<file path="config.mk">
export PLATFORM = sky130hd
export DESIGN_NAME = ecp5pll_phase_sequencer
export DESIGN_NICKNAME = d
export VERILOG_FILES = /design/src/rtl/ecp5pll_phase_sequencer.sv
export SDC_FILE = /design/constraint.sdc
export NUM_CORES = 1
export LEC_CHECK = 0
export ABC_AREA = 1
export BUFFER_PORTS_ARGS = -buffer_cell sky130_fd_sc_hd__buf_4
export CAP_MARGIN = 30
export CORE_ASPECT_RATIO = 1.25
export CORE_UTILIZATION = 45
export DETAILED_ROUTE_END_ITERATION = 8
export SYNTH_ARGS = -nofsm -noshare
export SYNTH_HDL_FRONTEND = slang
export SYNTH_SLANG_ARGS = --single-unit
</file>
<file path="constraint.sdc">
create_clock -name clk -period 3 [get_ports clk]
set_input_delay 0.3 -clock clk [delete_from_list [all_inputs] [get_ports clk]]
set_output_delay 0.3 -clock clk [all_outputs]
set_load 0.02 [all_outputs]
</file>
<file path="src/rtl/ecp5pll_phase_sequencer.sv">
// ecp5pll_phase_sequencer: EHXPLLL reset/lock supervisor with per-output dynamic phase stepping
module ecp5pll_phase_sequencer #(
    parameter int CHANNELS     = 4,
    parameter int PHASE_MOD    = 32,
    parameter int RST_CYCLES   = 16,
    parameter int LOCK_FILTER  = 1024,
    parameter int LOCK_TIMEOUT = 65536,
    parameter int SETUP_CYCLES = 2,
    parameter int STEP_CYCLES  = 4,
    localparam int PHASE_W     = $clog2(PHASE_MOD)
) (
    input  logic                        clk,
    input  logic                        rstn,
    input  logic                        pll_lock,
    output logic                        pll_rst,
    output logic [1:0]                  pll_phasesel,
    output logic                        pll_phasedir,
    output logic                        pll_phasestep,
    output logic                        locked,
    input  logic                        req_valid,
    output logic                        req_ready,
    input  logic [1:0]                  req_chan,
    input  logic                        req_dir,
    input  logic [7:0]                  req_count,
    output logic [CHANNELS*PHASE_W-1:0] phase,
    output logic [7:0]                  retries
);
    typedef enum logic [2:0] {RESET_PLL, WAIT_LOCK, IDLE, SETUP, STEP_HI, STEP_LO} state_t;

    localparam int FW = $clog2(LOCK_FILTER + 1);
    localparam int TW = $clog2(LOCK_TIMEOUT + 1);
    localparam logic [15:0]        RST_LAST   = 16'(RST_CYCLES - 1);
    localparam logic [15:0]        SETUP_LAST = 16'(SETUP_CYCLES - 1);
    localparam logic [15:0]        STEP_LAST  = 16'(STEP_CYCLES - 1);
    localparam logic [FW-1:0]      FILT_LAST  = FW'(LOCK_FILTER - 1);
    localparam logic [TW-1:0]      TMO_LAST   = TW'(LOCK_TIMEOUT - 1);
    localparam logic [PHASE_W-1:0] PHASE_MAX  = PHASE_W'(PHASE_MOD - 1);
    localparam logic [2:0]         NCHAN      = 3'(CHANNELS);

    state_t                           r_state, w_next;
    logic [1:0]                       r_sync;
    logic [15:0]                      r_cnt;
    logic [FW-1:0]                    r_filt;
    logic [TW-1:0]                    r_tmo;
    logic [1:0]                       r_sel;
    logic                             r_dir;
    logic [7:0]                       r_left;
    logic [7:0]                       r_retries;
    logic [CHANNELS-1:0][PHASE_W-1:0] r_phase;
    logic                             w_lock_s;
    logic                             w_accept;
    logic                             w_step_done;

    assign w_lock_s    = r_sync[1];
    assign w_accept    = req_valid && req_count != 8'd0 && {1'b0, req_chan} < NCHAN;
    assign w_step_done = r_state == STEP_LO && r_cnt == STEP_LAST;

    assign pll_rst       = r_state == RESET_PLL;
    assign pll_phasestep = r_state == STEP_HI;
    assign req_ready     = r_state == IDLE;
    assign locked        = r_state != RESET_PLL && r_state != WAIT_LOCK;
    assign pll_phasesel  = r_sel;
    assign pll_phasedir  = r_dir;
    assign phase         = r_phase;
    assign retries       = r_retries;

    // two-flop synchronizer for the asynchronous PLL lock
    always_ff @(posedge clk or negedge rstn)
        if (!rstn) r_sync <= 2'b00;
        else r_sync <= {r_sync[0], pll_lock};

    // state register
    always_ff @(posedge clk or negedge rstn)
        if (!rstn) r_state <= RESET_PLL;
        else r_state <= w_next;

    // next state: lock loss anywhere past WAIT_LOCK restarts the PLL
    always_comb begin
        w_next = r_state;
        case (r_state)
            RESET_PLL: w_next = r_cnt == RST_LAST ? WAIT_LOCK : RESET_PLL;
            WAIT_LOCK: w_next = (w_lock_s && r_filt == FILT_LAST) ? IDLE :
                                (r_tmo == TMO_LAST) ? RESET_PLL : WAIT_LOCK;
            IDLE:      w_next = !w_lock_s ? RESET_PLL : (w_accept ? SETUP : IDLE);
            SETUP:     w_next = !w_lock_s ? RESET_PLL : (r_cnt == SETUP_LAST ? STEP_HI : SETUP);
            STEP_HI:   w_next = !w_lock_s ? RESET_PLL : (r_cnt == STEP_LAST ? STEP_LO : STEP_HI);
            STEP_LO:   w_next = !w_lock_s ? RESET_PLL : !w_step_done ? STEP_LO :
                                (r_left == 8'd1 ? IDLE : STEP_HI);
            default:   w_next = RESET_PLL;
        endcase
    end

    // per-state cycle counter, lock filter, timeout and saturating retry count
    always_ff @(posedge clk or negedge rstn)
        if (!rstn) begin
            r_cnt     <= '0;
            r_filt    <= '0;
            r_tmo     <= '0;
            r_retries <= '0;
        end else begin
            r_cnt  <= w_next == r_state ? r_cnt + 16'd1 : 16'd0;
            r_filt <= (r_state == WAIT_LOCK && w_lock_s) ? r_filt + FW'(1) : '0;
            r_tmo  <= r_state == WAIT_LOCK ? r_tmo + TW'(1) : '0;
            if (r_state == WAIT_LOCK && w_next == RESET_PLL && r_retries != 8'hFF)
                r_retries <= r_retries + 8'd1;
        end

    // request latch and phase tracking; a PLL reset restores static phases
    always_ff @(posedge clk or negedge rstn)
        if (!rstn) begin
            r_sel   <= '0;
            r_dir   <= 1'b0;
            r_left  <= '0;
            r_phase <= '0;
        end else begin
            if (r_state == IDLE && w_next == SETUP) begin
                r_sel  <= req_chan;
                r_dir  <= req_dir;
                r_left <= req_count;
            end
            if (w_next == RESET_PLL) r_phase <= '0;
            else if (w_step_done) begin
                r_left <= r_left - 8'd1;
                for (int n = 0; n < CHANNELS; n++)
                    if (r_sel == 2'(n))
                        r_phase[n] <= r_dir ?
                            (r_phase[n] == '0 ? PHASE_MAX : r_phase[n] - PHASE_W'(1)) :
                            (r_phase[n] == PHASE_MAX ? '0 : r_phase[n] + PHASE_W'(1));
            end
        end
endmodule

</file>
==> summary.md <==
| Metric | Value |
|---|---|
| Max Root-Sink Buffers | `2` |
| Antenna fix cells | `0` |
| Post-Syn Instances | `695` |
| Routed Antenna Nets | `0` |
| Vias in the first global route | `4444` |
| Final hold slack | `-10.60 ps` |
| Die ar. | `12420 um2` |
| Nets | `779` |
| Req. time, crit path | `3280 ps` |
| Via count | `4651` |
| Outcome | `finished, violations left` |
| Worst slew pin tran | `697.0 ps` |
| CTS Buf Count | `9` |
| Crit path launch | `r_tmo[0]` |
| Setup violations, final | `0` |
| Row cnt | `44` |
| Pwr/cell area | `396.4 nW/um2` |
| Sequential area share after synthesis | `0.4087` |
| Total gr overflow | `0` |
| Synth unique cells | `39` |
| Period utilisation layout | `0.8966` |
| Via density | `5.111` |
| P&R area growth vs syn | `16.00%` |
| Layout Skew | `8.316 ps` |
| Port buffer count | `49` |
| IO Pins | `50` |
| R2R cell count | `20` |
| Die W | `99.87 um` |
| Period minus WS final | `2690 ps` |
| Cell Count, Final, Fillers Out | `910` |
| Clk pin slew, worst setup/hold paths | `60 ps` |
| Hpwl dp | `8185 um` |
| Drt drc | `0` |
| Routed WL per cell | `12.19 um` |
| CTS H-tree depth | `3` |
| Worst-skew pair later-pin latency | `340 ps` |
| Reg-to-Reg Start | `r_tmo[0]` |
| Setup TNS | `0 ps` |
| Post-Syn Area per Cell | `7.752 um2` |
| 1st-pass router iterations | `5` |
| Final hold violations | `6` |
| Flop-to-flop setup slack | `310 ps` |
| GP Congestion | `0.8214` |
| Crit Path Max Fanout | `26` |
| Cell area after synthesis | `5388 um2` |
| Critical Path Start Type | `register` |
| Pin count of the biggest net entering global routing | `54` |
| Mapped Nets | `730` |
| Number of synthesized register bits | `88` |
| Max-slew violations | `0` |
| Layout cell share with drive strength beyond 1 | `0.1575` |
| Highest Clock Rate | `371.8 MHz` |
| Clk root buf | `clkbuf_16` |
| Placed Cells | `894` |
| CTS Hold Bufs | `0` |
| Most frequent cells in the layout | `nand2_1 (141), nor2_1 (101), dfrtp_1 (88), inv_1 (74), buf_4 (53)` |
| Ys Warns | `0` |
| Capture point of the worst reg-to-reg path | `r_left[6]` |
| Initial antenna violation count | `0` |
| Setup slack at placement | `77.80 ps` |
| Most common cell after layout, fill and taps aside | `nand2_1` |
| All-Layer GR Usage | `0.1953` |
| First-pass GRT wire length | `19810 um` |
| Worst setup path end | `r_left[6]` |
| # Max-Cap Violations | `0` |
| Post-CTS Setup Repair Bufs | `0` |
| Clk sinks | `88` |
| CTS tree | `done` |
| Worst Path Arrival | `2970 ps` |
| LEAKAGE | `3.129 nW` |
| Drt total wl | `11100 um` |
| Failing checks | `negative hold slack` |
| Initial DRC count | `155` |
| Worst Hold Class | `in -> async` |
| Die H | `124.3 um` |
| Final worst slack | `310.2 ps` |
| RSZ-0062 raised after global routing | `false` |
| Max VDD drop | `0.2852 mV` |
| Setup CP Type | `reg -> reg` |
| Initial Utilization | `0.4638` |
| Kind of end point of the critical path | `register` |
| Rel. slew slack | `0.5354` |
| Core area | `11620 um2` |
## layout make-up
class,instances,area (um2)
Multi-Input combinational cell,512,2784
Clock buffer,12,256.5
Tap cell,161,201.4
Timing Repair Buffer,55,429.2
Fill cell,1095,5366
Inverter,78,300.3
Clock inverter,4,76.32
Sequential cell,88,2202
## layer usage
layer  global-route usage  up-vias  share of wire
li1                     -     2351              -
met1               0.2470     2195           0.45
met2               0.3396       91           0.50
met3              0.02301       14          0.031
met4              0.07093        0          0.017
met5                    0        -              0
## registers in the layout, indices dropped and copies added, names as in the netlist
register and cells:
r_sync 2, r_tmo 17, r_cnt 16, r_state 3, r_filt 11, pll_phasesel 2, pll_phasedir 1, phase 20
r_left 8, retries 8
## cells in the mapped netlist (all sizes together)
cell,n,area (um2)
o211ai,1,7.510
inv,78,295.3
dfrtp,88,2202
nor3,27,151.4
or2,2,12.51
nand4,16,100.1
nand3,45,290.3
a21oi,45,270.3
xor2,27,236.5
xnor2,10,87.58
o22a,1,8.760
nor4,1,6.260
ha,20,250.2
a211oi,2,15.01
and3,1,6.260
nor2,115,483.0
buf,9,91.32
clkbuf,8,30.03
o22ai,4,25.02
o21ai,48,240.2
nand2,146,565.5
a31oi,1,12.51
## timing repair
item	CTS	global route
hold endpoints to repair	0	0
gates resized for setup	0	7
setup endpoints to repair	0	50
## worst min-delay path by stage
stage | cells after the start | end | slack, ps
2_1_floorplan | 0 | phase[0] | 4
3_3_place_gp | 0 | r_sync[1] | 340
3_5_place_dp | 0 | r_sync[1] | 340
4_1_cts | 1 | phase[7] | 30
5_1_grt | 1 | r_sync[0] | 60
6_report | 1 | phase[7] | -10
## kinds of logic (layout without fill, tap and decap cells)
| kind of cell | Yosys count | count (layout) | share of synthesized area |
|---|---|---|---|
| compound gates | 102 | 102 | 0.1075 |
| buf+inv | 95 | 149 | 0.07733 |
| xor+xnor | 37 | 37 | 0.06015 |
| simple gates | 353 | 353 | 0.2998 |
| flops | 88 | 88 | 0.4087 |
| fa+ha+maj | 20 | 20 | 0.04645 |
## critical path, cell delays in order, from the launching register on
cell     delay [ps]
dfrtp_1         380
ha_2            210
nand3_2         110
nor3_2          220
nand2_1         100
nor3_1          150
nand2_1         100
nor2_2          100
inv_1            70
nor2_1           90
ha_1            150
nor2_1           40
nand2_1          60
nand2_1          40
inv_1           100
nand3_4         110
nor2_8          120
nand2_4         120
inv_8           200
nand2_1          80
nand2_1          60
## stage by stage
| stage | cell area, um2 | hold slack (ps) | utilization | power [mW] |
|---|---|---|---|---|
| 5_1_grt | 6250 | 57.00 | 0.5380 | 2.571 |
| 2_1_floorplan | 5388 | 4.409 | - | 1.227 |
| 3_5_place_dp | 5893 | 338.1 | 0.5073 | 1.274 |
| 3_3_place_gp | 5893 | 335.3 | 0.5073 | 1.272 |
| 6_report | 6250 | -10.60 | 0.5380 | 2.477 |
| 4_1_cts | 6226 | 27.87 | 0.5360 | 2.511 |
## power breakdown
group	switching, mW	internal [mW]
Sequential	0.00356	1.19
Clock	0.452	0.777
Combinational	0.0356	0.0183
(Power assumes the default switching activity.)
